**config.mk**
```make
export PLATFORM = sky130hd
export DESIGN_NAME = mul_share_arbiter
export DESIGN_NICKNAME = d
export VERILOG_FILES = /design/src/rtl/mul_share_arbiter.sv
export SDC_FILE = /design/constraint.sdc
export NUM_CORES = 1
export LEC_CHECK = 0
export BUFFER_PORTS_ARGS = -buffer_cell sky130_fd_sc_hd__clkbuf_2
export CORE_MARGIN = 4
export CORE_UTILIZATION = 35
export CTS_CLUSTER_DIAMETER = 60
export DETAILED_ROUTE_END_ITERATION = 7
export MAX_ROUTING_LAYER = met4
export PLACE_DENSITY_LB_ADDON = 0.2
export SETUP_SLACK_MARGIN = 0.02
export SLEW_MARGIN = 20
export SYNTH_ARGS = -nofsm -noshare
export SYNTH_HDL_FRONTEND = slang
export SYNTH_SLANG_ARGS = --single-unit
```
**constraint.sdc**
```tcl
create_clock -name clk -period 5.6 [get_ports clk]
set_input_delay 0.56 -clock clk [delete_from_list [all_inputs] [get_ports clk]]
set_output_delay 0.56 -clock clk [all_outputs]
set_load 0.005 [all_outputs]
```
**src/rtl/mul_share_arbiter.sv**
```systemverilog
// mul_share_arbiter: four requesters share one 16x16 Wallace-tree multiplier
// through a two-stage pipeline (S0 operands, S1 product), with round-robin
// grant and a consumed-result counter.

// Unsigned 16x16 multiplier: partial products reduced by layers of 3:2
// carry-save compressors (16 -> 11 -> 8 -> 6 -> 4 -> 3 -> 2 rows), then one
// final carry-propagate add.
module WT_Multiplier16x16 (
  output logic [31:0] product,
  input  logic [15:0] A,
  input  logic [15:0] B
);

  // Number of rows left after s compression layers, starting from 16.
  function automatic int rows_at(input int s);
    int n;
    n = 16;
    for (int k = 0; k < s; k++) n = 2 * (n / 3) + n % 3;
    return n;
  endfunction

  logic [31:0] lvl [7][16];

  genvar gi, gs, gg, gr, gz;
  generate
    // Partial products: row i is A shifted by i, gated by B[i].
    for (gi = 0; gi < 16; gi++) begin : g_pp
      assign lvl[0][gi] = B[gi] ? ({16'd0, A} << gi) : 32'd0;
    end

    // Each layer compresses groups of three rows into a sum row and a
    // shifted carry row; leftover rows pass straight through.
    for (gs = 0; gs < 6; gs++) begin : g_stage
      localparam int NI = rows_at(gs);
      localparam int NG = NI / 3;
      localparam int NR = NI % 3;
      localparam int NO = 2 * NG + NR;
      for (gg = 0; gg < NG; gg++) begin : g_csa
        assign lvl[gs+1][2*gg] = lvl[gs][3*gg] ^ lvl[gs][3*gg+1] ^ lvl[gs][3*gg+2];
        assign lvl[gs+1][2*gg+1] = ((lvl[gs][3*gg] & lvl[gs][3*gg+1]) |
                                    (lvl[gs][3*gg] & lvl[gs][3*gg+2]) |
                                    (lvl[gs][3*gg+1] & lvl[gs][3*gg+2])) << 1;
      end
      for (gr = 0; gr < NR; gr++) begin : g_pass
        assign lvl[gs+1][2*NG+gr] = lvl[gs][3*NG+gr];
      end
      for (gz = NO; gz < 16; gz++) begin : g_zero
        assign lvl[gs+1][gz] = 32'd0;
      end
    end
  endgenerate

  assign product = lvl[6][0] + lvl[6][1];

endmodule

module mul_share_arbiter #(
  parameter int N_REQ = 4,
  parameter int W     = 16
) (
  input  logic               clk,
  input  logic               rst_n,
  input  logic [N_REQ-1:0]   req_valid,
  input  logic [N_REQ*W-1:0] req_a,
  input  logic [N_REQ*W-1:0] req_b,
  output logic [N_REQ-1:0]   req_ready,
  output logic               out_valid,
  input  logic               out_ready,
  output logic [2*W-1:0]     out_p,
  output logic [1:0]         out_id,
  output logic [15:0]        done_cnt
);

  logic         s0_valid;
  logic [W-1:0] s0_a;
  logic [W-1:0] s0_b;
  logic [1:0]   s0_id;
  logic [1:0]   rr_ptr;
  logic [1:0]   grant_id;
  logic [1:0]   idx;
  logic [W-1:0] sel_a;
  logic [W-1:0] sel_b;
  logic [2*W-1:0] mul_p;
  logic         adv1;
  logic         s0_accept;
  logic         transfer;

  assign adv1      = !out_valid || out_ready;
  assign s0_accept = !s0_valid || adv1;
  assign transfer  = |req_ready;

  // The shared multiplier only ever sees the registered S0 operands.
  WT_Multiplier16x16 u_mul (
    .product (mul_p),
    .A       (s0_a),
    .B       (s0_b)
  );

  // Round-robin grant from rr_ptr upward, plus the matching operand mux.
  always_comb begin
    req_ready = '0;
    grant_id  = 2'd0;
    idx       = rr_ptr;
    sel_a     = '0;
    sel_b     = '0;
    if (rst_n && s0_accept) begin
      for (int k = N_REQ - 1; k >= 0; k--) begin
        idx = rr_ptr + 2'(k);
        if (req_valid[idx]) begin
          req_ready      = '0;
          req_ready[idx] = 1'b1;
          grant_id       = idx;
        end
      end
    end
    for (int i = 0; i < N_REQ; i++) begin
      if (grant_id == 2'(i)) begin
        sel_a = req_a[i*W +: W];
        sel_b = req_b[i*W +: W];
      end
    end
  end

  // Pipeline stages, round-robin pointer and consumed-result counter.
  always_ff @(posedge clk) begin
    if (!rst_n) begin
      s0_valid  <= 1'b0;
      s0_a      <= '0;
      s0_b      <= '0;
      s0_id     <= 2'd0;
      out_valid <= 1'b0;
      out_p     <= '0;
      out_id    <= 2'd0;
      rr_ptr    <= 2'd0;
      done_cnt  <= 16'd0;
    end else begin
      if (adv1) begin
        out_valid <= s0_valid;
        if (s0_valid) begin
          out_p  <= mul_p;
          out_id <= s0_id;
        end
      end
      if (transfer) begin
        s0_valid <= 1'b1;
        s0_a     <= sel_a;
        s0_b     <= sel_b;
        s0_id    <= grant_id;
        rr_ptr   <= grant_id + 2'd1;
      end else if (adv1) begin
        s0_valid <= 1'b0;
      end
      if (out_valid && out_ready) begin
        done_cnt <= done_cnt + 16'd1;
      end
    end
  end

endmodule

```
==> summary.md <==
| Metric | Value |
|---|---|
| Hold Path Class | `register to register` |
| Post-DRT Antenna Nets | `0` |
| PD cells | `between 400 and 500 nW/um2` |
| Worst Path Arrival | `5.79 ns` |
| Power, Total | `approximately 7.3 mW` |
| CTS Buf Count | `9` |
| Source of the worst hold timing path | `s0_id[1]` |
| CTS root buffer | `clkbuf_16` |
| # port buffers | `around 190` |
| LEAKAGE | `roughly 6.9 nW` |
| Worst Setup SP | `s0_a[9]` |
| Routed len/inst | `17.3 um` |
| Max-Cap Viols | `0` |
| Syn nets | `1912` |
| Cell Area, Synth | `12600 um2` |
| Status | `finished clean` |
| Worst Path Required | `5.88 ns` |
| Register area | `1860 um2` |
| Flop-to-flop setup slack | `0.09 ns` |
| Synth Area in XOR/XNOR | `0.0195` |
| EDFF count, synth | `0` |
| F_max | `0.182 GHz` |
| Multiplexer share of the synthesized area | `0.0365` |
| Count leader, synth | `fa_1` |
| Placed Cells | `2168` |
| Max Root-Sink Buffers | `2` |
| Tightest Pin Transition | `1.06 ns` |
| Clock transition at path regs | `roughly 0.080 ns` |
| DRC Markers | `0` |
| CP max stage delay | `0.56 ns` |
| Post-route insts no fill | `between 2k and 2.5k` |
| Post-Synth Simple-Gate Area | `0.205` |
| Final Hold Viols | `0` |
| Layout Skew | `0.0109 ns` |
| Sequential area share after synthesis | `0.140` |
| Yosys synthesis warning count | `0` |
| # IOs | `190` |
| First-pass GRT wire length | `60.1 mm` |
| Yosys cell types | `54` |
| Worst Setup Path Type | `register to register` |
| Compound-Gate Fraction of Synth Area | `0.106` |
| Layout area overhead | `24.3%` |
| Die area | `39100 um2` |
| Post-CTS Hold Buffers | `0` |
| Vias in the first global route | `11.3k` |
| HPWL Detailed | `31.5 mm` |
| Die Wd | `198 um` |
| Area share of fa/ha/maj cells after synthesis | `0.408` |
| Initial antenna violation count | `0` |
| Diodes inserted | `0` |
| Worst setup SP type | `register` |
| Synth Register Bits | `88` |
| Worst Reg2Reg Path Length in Cells | `18` |
| Largest net degree at the start of global routing | `65` |
| CTS tree | `yes` |
| Via total after detailed routing | `approximately 11k` |
| Reg-to-Reg Start | `s0_a[9]` |
| Drt total wl | `between 30 and 40 mm` |
| Cell mode on critical path | `fa_1` |
| Grt ovf | `0` |
| Fin crit period | `about 5.5 ns` |
| Main combinational cell family by area after synthesis | `adder cells` |
| RSZ-0062 raised after global routing | `yes` |
| Worst-path cell chain | `buf_12 -> and2_4 -> fa_1 -> inv_1 -> fa_1 -> fa_1 -> fa_1 -> fa_1 -> inv_2 -> fa_1 -> ha_4 -> nand3_4 -> nor3_4 -> a22oi_1 -> o21ba_1 -> or4_4 -> and3_4 -> o31ai_1` |
| Most frequent cells after synthesis | `fa_1 (201), nand2_1 (198), inv_1 (187)` |
| Synth area leader | `fa_1` |
| WHS Path Cells | `2` |
| Average instance area after synthesis | `roughly 8.5 um2` |
| Top post-synthesis cells by area | `fa_1 (32%), dfxtp_1 (14%), ha_1 (8.9%), and2_1 (7.5%), nand2_1 (5.9%)` |
| Critical-path top delay cell | `fa_1` |
| Slew headroom | `0.289` |
| Post-DR vias/cell | `between 4 and 5` |
| CP endpoint kind | `register` |
| Worst skew pair latency | `0.36 ns` |
| Async S/R FF share, synth | `0` |
| # clock sinks | `88` |
| Initial Util | `0.354` |
| Cell Rows | `around 70` |
| Fin. max-slew vios | `0` |
| Fraction of layout cells with a size suffix above 1 | `0.254` |
| Final setup violation count | `0` |
| Initial DRC count | `388` |
| GRT Util Overall | `0.199` |
| GPL Wtd Cong | `between 0.8 and 0.9` |
| Max VDD drop | `about 0.31 mV` |
| Ys flop type | `dfxtp_1` |
| Core area | `35600 um2` |
| Multi-input combinational cell area | `10200 um2` |
| Fillers | `3586` |
| H-tree depth | `3` |
| Die Span Y | `a little under 200 um` |
| Crit Path Max Fanout | `13` |
| Gate Count Post-Synth | `1486` |
| Final Cycle Share | `0.983` |
| Nets | `2156` |
| DRT Pass-1 Iters | `5` |
| Post-synth top area share | `0.319` |
## final timing paths
check	endpoint
setup / recovery	out_p[29]
setup reg to reg	out_p[29]
hold / removal	s0_id[1]
hold reg to reg	s0_id[1]
## cells in the final DEF (no fill, tap or decap), drive strengths merged, types with 6 or more instances in the layout
cell type and instances:
fa 201, clkbuf 199, nand2 198, inv 190, and2 151, buf 129
nor2 110, ha 90, a21oi 88, dfxtp 88, o21ai 55, mux2i 37
a22oi 32, nand3 28, xor2 14, xnor2 14, nor3 10, nor2b 9
nand4 8, a211oi 7, a31oi 6
## layout make-up
type	count	share of cell area
sequential	88	0.119
clock inverter	6	0.00583
inverter	190	0.0455
timing repair buffer	318	0.128
clock buffer	10	0.0152
multi-input combinational	1123	0.650
tap	461	0.0368
## through the flow
stage | TNS [ns] | setup slack [ns] | area [um2] | utilization | hold slack (ns)
floorplan | 0 | 0.0352 | 12600 | - | 0.425
global placement | -1.00 | -0.210 | 14800 | 0.415 | 0.442
detailed placement | -0.729 | -0.202 | 14800 | 0.415 | 0.450
CTS | 0 | 0.00942 | 15200 | 0.427 | 0.461
global route | -0.309 | -0.123 | 15700 | 0.441 | 0.474
finish | 0 | 0.0927 | 15700 | 0.441 | 0.457
## cell families after synthesis
logic type,Yosys count
flip-flops,88
buffers and inverters,275
AND/OR/NAND/NOR,540
AO/OA/AOI/OAI,223
XOR/XNOR,28
adder cells (fa/ha/maj),291
multiplexers,41
## power breakdown
group	total, mW	leakage, nW	switching [mW]	internal [mW]
Clock	0.716	0.163	0.309	0.407
Sequential	1.27	0.735	0.382	0.885
Combinational	5.27	6.03	2.86	2.41
Total	7.26	6.93	3.55	3.71
## repair_timing
item	4_1_cts	5_1_grt
pin swaps	12	54
endpoints found under the setup margin	12	14
resized for setup	37	92
setup buffers	1	11
## worst max-delay path, delay by kind of cell, from the launching register on
family / cells / cell delay (ns)
adders and majority gates: 7 / 3.30
DFF: 1 / 0.33
and+or+nand+nor: 5 / 1.03
buffers and inverters: 3 / 0.24
AOI/OAI and AO/OA: 3 / 0.51
## metal layers
| layer | vias to the layer above | part of all wire | routed length (um) | GRT usage |
|---|---|---|---|---|
| li1 | 5224 | - | - | - |
| met1 | 5312 | 0.44 | 16600 | 0.252 |
| met2 | 232 | 0.50 | 19100 | 0.340 |
| met3 | 42 | 0.037 | 1390 | 0.0281 |
| met4 | 0 | 0.022 | 840 | 0.0459 |
| met5 | - | 0 | 0 | - |
## flip-flops by register name (all words and copies together), names as in the netlist
signal	flops
done_cnt	16
rr_ptr	2
s0_b	16
out_p	32
out_id	2
out_valid	1
s0_valid	1
s0_a	16
s0_id	2
(Power assumes the default switching activity.)
